$ cat config.mk
export PLATFORM = sky130hd
export DESIGN_NAME = area_seq_ctrl
export DESIGN_NICKNAME = d
export VERILOG_FILES = /design/src/rtl/area_pkg.sv /design/src/rtl/area_mul16.sv /design/src/rtl/area_seq_ctrl.sv
export SDC_FILE = /design/constraint.sdc
export NUM_CORES = 1
export LEC_CHECK = 0
export BUFFER_PORTS_ARGS = -buffer_cell sky130_fd_sc_hd__buf_2
export CORE_MARGIN = 2
export CORE_UTILIZATION = 55
export CTS_CLUSTER_DIAMETER = 30
export CTS_CLUSTER_SIZE = 20
export DETAILED_ROUTE_END_ITERATION = 8
export PLACE_DENSITY = 0.81
export SLEW_MARGIN = 40
export SYNTH_ARGS = -nofsm -noshare
export SYNTH_HDL_FRONTEND = slang
export SYNTH_HIERARCHICAL = 1
export SYNTH_SLANG_ARGS = --single-unit
$ cat constraint.sdc
create_clock -name clk -period 14.25 [get_ports clk]
set_input_delay 0 -clock clk [delete_from_list [all_inputs] [get_ports clk]]
set_output_delay 0 -clock clk [all_outputs]
set_load 0.005 [all_outputs]
$ cat src/rtl/area_pkg.sv
// Shared types and constants for the pool-area sequencer.
package area_pkg;

   typedef enum logic [2:0] {
      IDLE = 3'd0,
      SQ   = 3'd1,
      CIRC = 3'd2,
      SUM  = 3'd3,
      HOLD = 3'd4
   } state_t;

   localparam logic [1:0] MODE_TOTAL = 2'b00;
   localparam logic [1:0] MODE_SQ    = 2'b01;
   localparam logic [1:0] MODE_CIRC  = 2'b10;

   // pi/4 scaled by 256, applied as (w*w*201) >> 8
   localparam int unsigned CIRC_COEF  = 201;
   localparam int unsigned CIRC_SHIFT = 8;

endpackage

$ cat src/rtl/area_mul16.sv
// Combinational 16x16 unsigned multiplier; the single shared arithmetic
// resource scheduled by the sequencer.
module area_mul16 (
   input  logic [15:0] a,
   input  logic [15:0] b,
   output logic [31:0] p
);

   // full-width unsigned product
   assign p = 32'(a) * 32'(b);

endmodule

$ cat src/rtl/area_seq_ctrl.sv
// Pool-area sequencer: square of the width plus a circle of the same
// diameter, computed over several cycles on one shared multiplier.
//
// state | meaning
// ------+-----------------------------------------------------------
// IDLE  | waiting for a request; in_ready high
// SQ    | multiplier forms width*width, result into sq_r
// CIRC  | multiplier forms sq_r*coef, scaled result into circ_r
// SUM   | area selected by mode and registered; out_valid raised
// HOLD  | area presented until the consumer takes it
module area_seq_ctrl #(
   parameter int unsigned CIRC_COEF  = area_pkg::CIRC_COEF,
   parameter int unsigned CIRC_SHIFT = area_pkg::CIRC_SHIFT
) (
   input  logic        clk,
   input  logic        rst,
   input  logic        in_valid,
   output logic        in_ready,
   input  logic [7:0]  width,
   input  logic [1:0]  mode,
   output logic        out_valid,
   input  logic        out_ready,
   output logic [16:0] area,
   output logic        busy
);

   import area_pkg::*;

   localparam logic [15:0] COEF16 = 16'(CIRC_COEF);

   state_t      state;
   state_t      state_nxt;
   logic [7:0]  width_r;
   logic [1:0]  mode_r;
   logic [15:0] sq_r;
   logic [15:0] circ_r;
   logic [15:0] mul_a;
   logic [15:0] mul_b;
   logic [31:0] mul_p;
   logic [16:0] sum_sel;
   logic        unused_mul_hi;

   area_mul16 u_mul (
      .a (mul_a),
      .b (mul_b),
      .p (mul_p)
   );

   // Upper product bits are provably zero in CIRC (201*65025 < 2^24).
   assign unused_mul_hi = ^mul_p[31:CIRC_SHIFT+16];

   assign in_ready = (state == IDLE);
   assign busy     = (state != IDLE);

   // State register
   always_ff @(posedge clk) begin
      if (!rst) begin
         state <= IDLE;
      end else begin
         state <= state_nxt;
      end
   end

   // Next state and multiplier operand schedule; operands parked at 0 when idle
   always_comb begin
      state_nxt = state;
      mul_a     = '0;
      mul_b     = '0;
      case (state)
         IDLE: begin
            if (in_valid) state_nxt = SQ;
         end
         SQ: begin
            mul_a     = {8'h00, width_r};
            mul_b     = {8'h00, width_r};
            state_nxt = CIRC;
         end
         CIRC: begin
            mul_a     = sq_r;
            mul_b     = COEF16;
            state_nxt = SUM;
         end
         SUM: begin
            state_nxt = HOLD;
         end
         HOLD: begin
            if (out_valid && out_ready) state_nxt = IDLE;
         end
         default: state_nxt = IDLE;
      endcase
   end

   // Result selection by captured mode; reserved code falls back to total
   always_comb begin
      sum_sel = {1'b0, sq_r} + {1'b0, circ_r};
      case (mode_r)
         MODE_SQ:   sum_sel = {1'b0, sq_r};
         MODE_CIRC: sum_sel = {1'b0, circ_r};
         default:   sum_sel = {1'b0, sq_r} + {1'b0, circ_r};
      endcase
   end

   // Request capture, partial-product registers and output handshake
   always_ff @(posedge clk) begin
      if (!rst) begin
         width_r   <= '0;
         mode_r    <= MODE_TOTAL;
         sq_r      <= '0;
         circ_r    <= '0;
         area      <= '0;
         out_valid <= 1'b0;
      end else begin
         case (state)
            IDLE: begin
               if (in_valid) begin
                  width_r <= width;
                  mode_r  <= mode;
               end
            end
            SQ:   sq_r   <= mul_p[15:0];
            CIRC: circ_r <= mul_p[CIRC_SHIFT +: 16];
            SUM: begin
               area      <= sum_sel;
               out_valid <= 1'b1;
            end
            HOLD: begin
               if (out_ready) out_valid <= 1'b0;
            end
            default: ;
         endcase
      end
   end

endmodule

---- After elaboration in Yosys (flattened, before gate mapping) ----
Index checks and enable logic that the tools add are counted.
word-level totals
  register bits after elaboration ......... 63
  latch bits .............................. 0
  memory bits (writable) .................. 0
  memory bits (read-only) ................. 0
  memories kept ........................... 0
operators by class
  add/sub/neg operators ................... 1
  $mul .................................... 1
  div/mod/pow operators ................... 0
  order comparisons ....................... 0
  equal/unequal tests ..................... 9
  shifts and indexed selects .............. 0
  multiplexer cells ....................... 8
  bitwise logic cells ..................... 0
  reduce and logical (&&, ||, !) cells .... 7
operators by type and width
  kind                                                 count
  one-hot mux 17 bit (2 select lines)                  1
  one-hot mux 16 bit (2 select lines)                  1
  multiplier 16 x 8 -> 24 bit                          1
  adder 16 x 16 -> 17 bit                              1
  one-hot mux 8 bit (2 select lines)                   1
  one-hot mux 3 bit (5 select lines)                   1
  equality test 3 x 2 -> 1 bit, second input constant  2
  two-way mux 3 bit                                    2
  != test 2 bit, second input constant                 3
  AND reduction 2 bit                                  3
  equality test 3 x 1 -> 1 bit, second input constant  1
  equality test 3 bit, second input constant           1
  zero test 3 bit                                      1
  nonzero test 3 bit                                   1
  equality test 2 x 1 -> 1 bit, second input constant  1
  equality test 2 bit, second input constant           1
  one-hot mux 1 bit (2 select lines)                   1
  nonzero test 2 bit                                   1
  logical AND 1 bit                                    1
  two-way mux 1 bit                                    1

---- Depth between registers and ports, before layout ----
Gate-level depths: netlist of run 1.
  depth after elaboration ................. 3
  gate-level depth with buffers ........... 31

---- Cells and area by module ----
The synthesis of run 1 kept the hierarchy.
by module, submodules not included
  module         instances  cells each  area each (µm²)
  area_mul16     1          989         8526.9
  area_seq_ctrl  1          452         3397.0

---- Worst setup path after synthesis of run 1 ----
OpenSTA, ideal clock, no wires.
  path type ............................... register -> register
  start point ............................. register state[0]
  end point ............................... register circ_r[13]
  arrival time ............................ 6534 ps
  path slack .............................. 7584 ps
  stages on the path, launching flop included .. 27
  period minus slack after synthesis ...... 6666 ps
  cells stage by stage .................... dfxtp_1 > clkbuf_1 > nor3b_1 > clkbuf_1 > nand2_1 > nand2_1 > clkbuf_1 > nand2_1 > fa_1 > fa_1 > fa_1 > fa_1 > inv_1 > fa_1 > inv_1 > fa_1 > inv_1 > ha_1 > nand3_1 > nor3_1 > o211ai_1 > and2_1 > o31ai_1 > nor2_1 > xnor2_1 > nand2_1 > a21oi_1
between the ends
  cells in the longest elaborated chain, start to end .. 3
  elaborated cells on any way between the ends .. 5
  classes of those cells .................. mul (1); eq/ne (2); mux (2)
ends and longest elaborated chain
  item                                                                          RTL line              RTL
  start, declared                                                               area_seq_ctrl.sv:31   state_t state;
  start signal, assigned                                                        area_seq_ctrl.sv:60   state <= state_nxt;
  equality test 3 x 2 -> 1 bit or equality test 3 x 1 -> 1 bit (tied branches)  area_seq_ctrl.sv:69   case (state)
  one-hot mux 8 bit (2 select lines) *                                          area_seq_ctrl.sv:69
  via mul_b[3]                                                                  area_seq_ctrl.sv:38   logic [15:0] mul_b;
  multiplier 16 x 8 -> 24 bit *                                                 area_mul16.sv:10      assign p = 32'(a) * 32'(b);
  via mul_p[21]                                                                 area_seq_ctrl.sv:39   logic [31:0] mul_p;
  end signal, assigned                                                          area_seq_ctrl.sv:121  CIRC: circ_r <= mul_p[CIRC_SHIFT +: 16];
  end, declared                                                                 area_seq_ctrl.sv:36   logic [15:0] circ_r;
The timed path passes the listed nets; every way through them passes the cells marked *.
A chain may end at the register's enable or synchronous reset.

---- Worst setup path after layout of run 1 ----
  start point ............................. register state[1]
  end point ............................... register circ_r[13]
Same word-level chain as after synthesis.

==> results.sh, run 1 <==
export IMPL_finalCritPeriodShare_pct=52.7
export IMPL_p_leak_nw=5.63
export IMPL_initial_core_util_pct=56.0
export IMPL_vias_per_cell=5.50
export IMPL_worst_setup_path_end_kind="flop"
export IMPL_power_switching_fraction_pct=30.5
export IMPL_ant_nets=0
export IMPL_timing_hold_worst_class="flop to flop"
export IMPL_setup_violations_final=0
export IMPL_drive_above_1_share_pct=5.05
export IMPL_die_height_um=142
export IMPL_antenna_diodes=0
export IMPL_cts_setup_buffers=0
export IMPL_max_clock_path_buffers=2
export IMPL_insertion_delay_ns=0.33
export IMPL_relSlewSlack_pct=41.5
export IMPL_wl_um=25600
export IMPL_cp_top_family="adder cells"
export IMPL_detailed_place_area_um2=10900
export IMPL_ys_warnings_count=6
export IMPL_crit_top_cell="sky130_fd_sc_hd__fa_1"
export IMPL_final_max_slew_viol_count=0
export IMPL_die_area_um2=20200
export IMPL_routed_wire_length_per_instance_um=16.6
export IMPL_drtIter0Drc=574
export IMPL_grt_max_degree=38
export IMPL_place_detailed_instances=1512
export IMPL_grt_first_pass_wirelength_um=43600
export IMPL_clock_tree_from_tritoncts="done"
export IMPL_global_route_usage_total_pct=27.2
export IMPL_worst_r2r_setup_slack_ns=6.75
export IMPL_final_standard_cell_area_without_fillers_um2=11300
export IMPL_vdd_drop_max_mv=0.0666
export IMPL_syn_area_um2=10500
export IMPL_first_global_vias=8838
export IMPL_cts_sinks=63
export IMPL_commonest_cells_after_routing_fill_and_taps_aside="sky130_fd_sc_hd__nand2_1, sky130_fd_sc_hd__inv_1, sky130_fd_sc_hd__fa_1, sky130_fd_sc_hd__and2_1, sky130_fd_sc_hd__a21oi_1"
export IMPL_layout_nets=1583
export IMPL_place_gp_congestion=0.931
export IMPL_arrival_ns=7.77
export IMPL_max_clock_freq_mhz=133
export IMPL_grt_antenna_before_repair=0
export IMPL_power_per_cell_area_nw_per_um2=49.4
export IMPL_drt_drc_violations_left=0
export IMPL_avgSynthCellArea_um2=8.25
export IMPL_placement_rows=50
export IMPL_cts_buffers_inserted=9
export IMPL_areaGrowthSynthToFinish_pct=8.26
export IMPL_critical_path_max_stage_delay_ns=0.61
export IMPL_holdWs_ns=0.449
export IMPL_pwr_share_clk_pct=46.0
export IMPL_worstPathRequired_ns=14.51
export IMPL_tns_ns=0
export IMPL_place_port_buffers=33
export IMPL_drtPass1Iterations=6
export IMPL_post_synthesis_cells=1271
export IMPL_unrepaired_setup_endpoints_after_global_routing="false"
export IMPL_htreeDepth=3
export IMPL_clock_root_buffer="sky130_fd_sc_hd__clkbuf_16"
export IMPL_power_report_internal_total_w=0.000390
export IMPL_grt_ovfl_total=0
export IMPL_coreArea_um2=18700
export IMPL_worstPathMaxFanout=24
export IMPL_outcome="finished clean"
export IMPL_route_vias_total=8477
export IMPL_netSwitchingPower_w=0.000171
export IMPL_worst_slew_pin_transition_ns=0.877
export IMPL_power_combinational_fraction_pct=20.5
export IMPL_crit_buf_inv=5
export IMPL_fin_skew_ns=0.00831
export IMPL_power_frac_seq_pct=33.4
export IMPL_finalNonFillerCells=1542
export IMPL_top_level_ports=34
export IMPL_layout_core_utilization_pct=60.7
export IMPL_worstSetupPathType="flop to flop"
export IMPL_commonest_non_fill_non_tap_cell_in_the_layout="sky130_fd_sc_hd__nand2_1"
export IMPL_path_clk_slew_ns=0.06
export IMPL_critPathSlowestCell="sky130_fd_sc_hd__and2_1"
export IMPL_post_dp_hpwl_um=19600
export IMPL_cp_start_kind="flop"
export IMPL_max_cap_violations=0
export IMPL_timing_final_crit_period_ns=7.50
export IMPL_die_x_um=142
export IMPL_final_hold_viol_count=0
path summary, 6_finish.rpt:
kind / from / endpoint / cells after the start
worst min-delay path: area[9]$_SDFFE_PN0P_ / area[9]$_SDFFE_PN0P_ / 2
worst max register to register: state[1]$_SDFFE_PN0P_ / circ_r[13]$_SDFFE_PN0N_ / 25
worst max-delay path: state[1]$_SDFFE_PN0P_ / circ_r[13]$_SDFFE_PN0N_ / 25
worst min register to register: area[9]$_SDFFE_PN0P_ / area[9]$_SDFFE_PN0P_ / 2
repair_timing:
| action | CTS | global route |
|---|---|---|
| endpoints found under the hold margin | 18 | 0 |
| resized for setup | 0 | 0 |
| hold buffers | 13 | 0 |
| setup endpoints to repair | 0 | 0 |
tightest hold or removal path: cells and delay by family (launching register included):
| family | cells | cell delay [ns] |
|---|---|---|
| AOI/OAI and AO/OA | 1 | 0.05 |
| DFF | 1 | 0.30 |
| and+or+nand+nor | 1 | 0.05 |
state kept, by name, summed over array words and instances, names as in the netlist:
register	count
state	3
circ_r	16
area	17
out_valid	1
mode_r	2
sq_r	16
width_r	8
per-stage QoR:
step	total power (W)	setup slack, ns
finish	0.000561	6.75
global route	0.000585	6.28
CTS	0.000558	6.77
detailed placement	0.000298	6.80
global placement	0.000295	7.00
floorplan	0.000269	7.69
area by class of cell:
| class | count | area [µm²] |
|---|---|---|
| Clock buffer | 9 | 225 |
| Tap cell | 234 | 293 |
| Clock inverter | 7 | 125 |
| Sequential cell | 63 | 1260 |
| Inverter | 211 | 792 |
| Timing Repair Buffer | 51 | 337 |
| Fill cell | 1565 | 7360 |
| Multi-Input combinational cell | 967 | 8320 |
metal layers:
layer | GRT usage, % | routed length [µm] | vias to the layer above | share of wire, %
met5 | 0 | 0 | - | 0
met4 | 8.32 | 712 | 0 | 2.8
met3 | 5.28 | 1550 | 51 | 6.0
met2 | 45.0 | 12400 | 284 | 49
met1 | 36.5 | 10900 | 4170 | 43
li1 | - | - | 3972 | -
power by group through the flow:
stage | logic [W] | clock network, W | registers [W]
global placement | 0.000104 | 0 | 0.000191
detailed placement | 0.000106 | 0 | 0.000191
global route | 0.000128 | 0.000269 | 0.000188
floorplan | 0.0000809 | 0 | 0.000188
CTS | 0.000110 | 0.000261 | 0.000188
finish | 0.000115 | 0.000258 | 0.000188
(Power assumes the default switching activity.)
==> inputs of run 2 (changes only) <==
Clock period 14.25 ns to 7 ns, I/O delays scaled along.
==> run 2 against run 1 <==
Net effect:
- setup slack got worse by 6.3 ns
- sequential share of layout area fell by 0.11 points
- highest routed layer unchanged
- fmax rose by 14%
- critical endpoint unchanged
- critical path depth did not move
==> results.sh, run 2 (same netlist as run 1, synthesis figures left out) <==
export IMPL_outcome="finished clean"
export IMPL_power_combinational_fraction_pct=23.0
export IMPL_wl_um=25300
export IMPL_areaGrowthSynthToFinish_pct=9.60
export IMPL_first_global_vias=9004
export IMPL_power_report_internal_total_w=0.000734
export IMPL_power_frac_seq_pct=35.7
export IMPL_commonest_cells_after_routing_fill_and_taps_aside="sky130_fd_sc_hd__nand2_1, sky130_fd_sc_hd__inv_1, sky130_fd_sc_hd__fa_1, sky130_fd_sc_hd__and2_1, sky130_fd_sc_hd__a21oi_1"
export IMPL_timing_final_ws_setup_ns=0.438
export IMPL_finalCritPeriodShare_pct=93.7
export IMPL_antenna_diodes=0
export IMPL_cp_start_kind="flop"
export IMPL_critical_path_max_stage_delay_ns=0.54
export IMPL_max_cap_violations=0
export IMPL_worstSetupPathType="flop to flop"
export IMPL_tns_ns=0
export IMPL_unrepaired_setup_endpoints_after_global_routing="false"
export IMPL_power_switching_fraction_pct=31.1
export IMPL_largest_reg_flops=17
export IMPL_register_ranked_first_by_flip_flop_count="area"
export IMPL_layout_filler_cells=1584
export IMPL_cts_sinks=63
export IMPL_finalNonFillerCells=1565
export IMPL_grt_ovfl_total=0
export IMPL_top_level_ports=34
export IMPL_power_per_cell_area_nw_per_um2=92.8
export IMPL_holdWs_ns=0.448
export IMPL_clock_root_buffer="sky130_fd_sc_hd__clkbuf_16"
export IMPL_cts_buffers_inserted=9
export IMPL_drtPass1Iterations=5
export IMPL_max_clock_path_buffers=2
export IMPL_timing_final_crit_period_ns=6.56
export IMPL_worst_setup_path_end_kind="flop"
export IMPL_setup_slack_after_placement_ns=0.163
export IMPL_initial_core_util_pct=56.0
export IMPL_worstPathRequired_ns=7.26
export IMPL_timing_hold_worst_class="flop to flop"
export IMPL_netSwitchingPower_w=0.000332
export IMPL_global_route_usage_total_pct=27.1
export IMPL_max_clock_freq_mhz=152
export IMPL_worstPathMaxFanout=11
export IMPL_ant_nets=0
export IMPL_grt_antenna_before_repair=0
export IMPL_worstHoldEndpoint="area[5]$_SDFFE_PN0P_"
export IMPL_worst_slew_pin_transition_ns=0.609
export IMPL_worst_r2r_setup_slack_ns=0.44
export IMPL_vdd_drop_max_mv=0.160
export IMPL_pwr_share_clk_pct=41.3
export IMPL_cp_top_family="adder cells"
export IMPL_layout_core_utilization_pct=61.4
export IMPL_drtIter0Drc=604
export IMPL_grt_first_pass_wirelength_um=43500
export IMPL_crit_top_cell="sky130_fd_sc_hd__fa_1"
export IMPL_fin_skew_ns=0.00642
export IMPL_insertion_delay_ns=0.33
export IMPL_r2r_start="state[2]$_SDFFE_PN0P_"
export IMPL_min_from="area[5]$_SDFFE_PN0P_"
export IMPL_relSlewSlack_pct=59.4
export IMPL_routed_wire_length_per_instance_um=16.2
export IMPL_place_port_buffers=33
export IMPL_grt_max_degree=47
export IMPL_final_hold_viol_count=0
export IMPL_path_clk_slew_ns=0.05
export IMPL_vias_per_cell=5.51
export IMPL_layout_nets=1606
export IMPL_worst_r2r_endpoint="circ_r[13]$_SDFFE_PN0N_"
export IMPL_coreArea_um2=18700
export IMPL_post_dp_hpwl_um=20200
export IMPL_critPathSlowestCell="sky130_fd_sc_hd__fa_1"
export IMPL_setup_violations_final=0
export IMPL_die_area_um2=20200
export IMPL_drt_drc_violations_left=0
export IMPL_arrival_ns=6.82
export IMPL_route_vias_total=8624
export IMPL_crit_buf_inv=4
export IMPL_whs_path_depth=2
export IMPL_die_height_um=142
export IMPL_final_max_slew_viol_count=0
export IMPL_final_seq_area_um2=1260
export IMPL_p_leak_nw=5.73
export IMPL_place_detailed_instances=1536
export IMPL_htreeDepth=3
export IMPL_commonest_non_fill_non_tap_cell_in_the_layout="sky130_fd_sc_hd__nand2_1"
export IMPL_placement_rows=50
export IMPL_die_x_um=142
export IMPL_setup_worst_path_start="state[2]$_SDFFE_PN0P_"
export IMPL_place_gp_congestion=0.962
export IMPL_drive_above_1_share_pct=7.06
export IMPL_multi_input_area_um2=8340
export IMPL_clock_tree_from_tritoncts="done"
export IMPL_largest_registers="area (17), circ_r (16), sq_r (16)"
export IMPL_worst_r2r_cell_count=25
export IMPL_cts_setup_buffers=0
[run 2: area by class of cell]
type,instances,area share [%]
Multi-Input combinational cell,967,72.6
Sequential cell,63,11.0
Inverter,211,6.89
Timing Repair Buffer,74,4.43
Tap cell,234,2.55
Clock buffer,12,2.15
Clock inverter,4,0.392
[run 2: worst min-delay path, cell delays in order (launching register included)]
cell,delay [ns]
sky130_fd_sc_hd__dfxtp_1,0.30
sky130_fd_sc_hd__nand2_1,0.05
sky130_fd_sc_hd__a21oi_1,0.05
[run 2: through the flow]
stage | power (W) | instance area [µm²]
floorplan | 0.000547 | 10600
global route | 0.00111 | 11500
detailed placement | 0.000615 | 11000
CTS | 0.00105 | 11500
finish | 0.00107 | 11500
global placement | 0.000609 | 11000
[run 2: power by group through the flow]
stage,logic (W),registers (W),clock network (W)
6_report,0.000246,0.000381,0.000440
3_3_place_gp,0.000222,0.000386,0
5_1_grt,0.000274,0.000382,0.000458
4_1_cts,0.000235,0.000379,0.000440
3_5_place_dp,0.000229,0.000387,0
2_1_floorplan,0.000165,0.000383,0
[run 2: what timing repair did]
item                       CTS  global route
gates resized for setup      0             9
hold buffers                13             0
setup endpoints to repair    0            14
hold endpoints to repair    17             0
[run 2: worst max-delay path by stage]
stage	endpoint	slack, ns	depth (start not counted)
6_report	circ_r[13]$_SDFFE_PN0N_	0.44	25
5_1_grt	circ_r[13]$_SDFFE_PN0N_	0.04	25
4_1_cts	circ_r[13]$_SDFFE_PN0N_	0.11	24
3_5_place_dp	circ_r[13]$_SDFFE_PN0N_	0.16	24
3_3_place_gp	circ_r[14]$_SDFFE_PN0N_	0.30	23
2_1_floorplan	circ_r[13]$_SDFFE_PN0N_	0.44	26
[run 2: layer usage]
metal / GRT usage [%] / vias up / share of wire [%] / wire [µm]
met5: 0 / - / 0 / 0
met4: 9.21 / 0 / 2.8 / 705
met3: 3.43 / 60 / 6.7 / 1690
met2: 45.6 / 304 / 48 / 12200
met1: 36.6 / 4247 / 42 / 10700
li1: - / 4013 / - / -
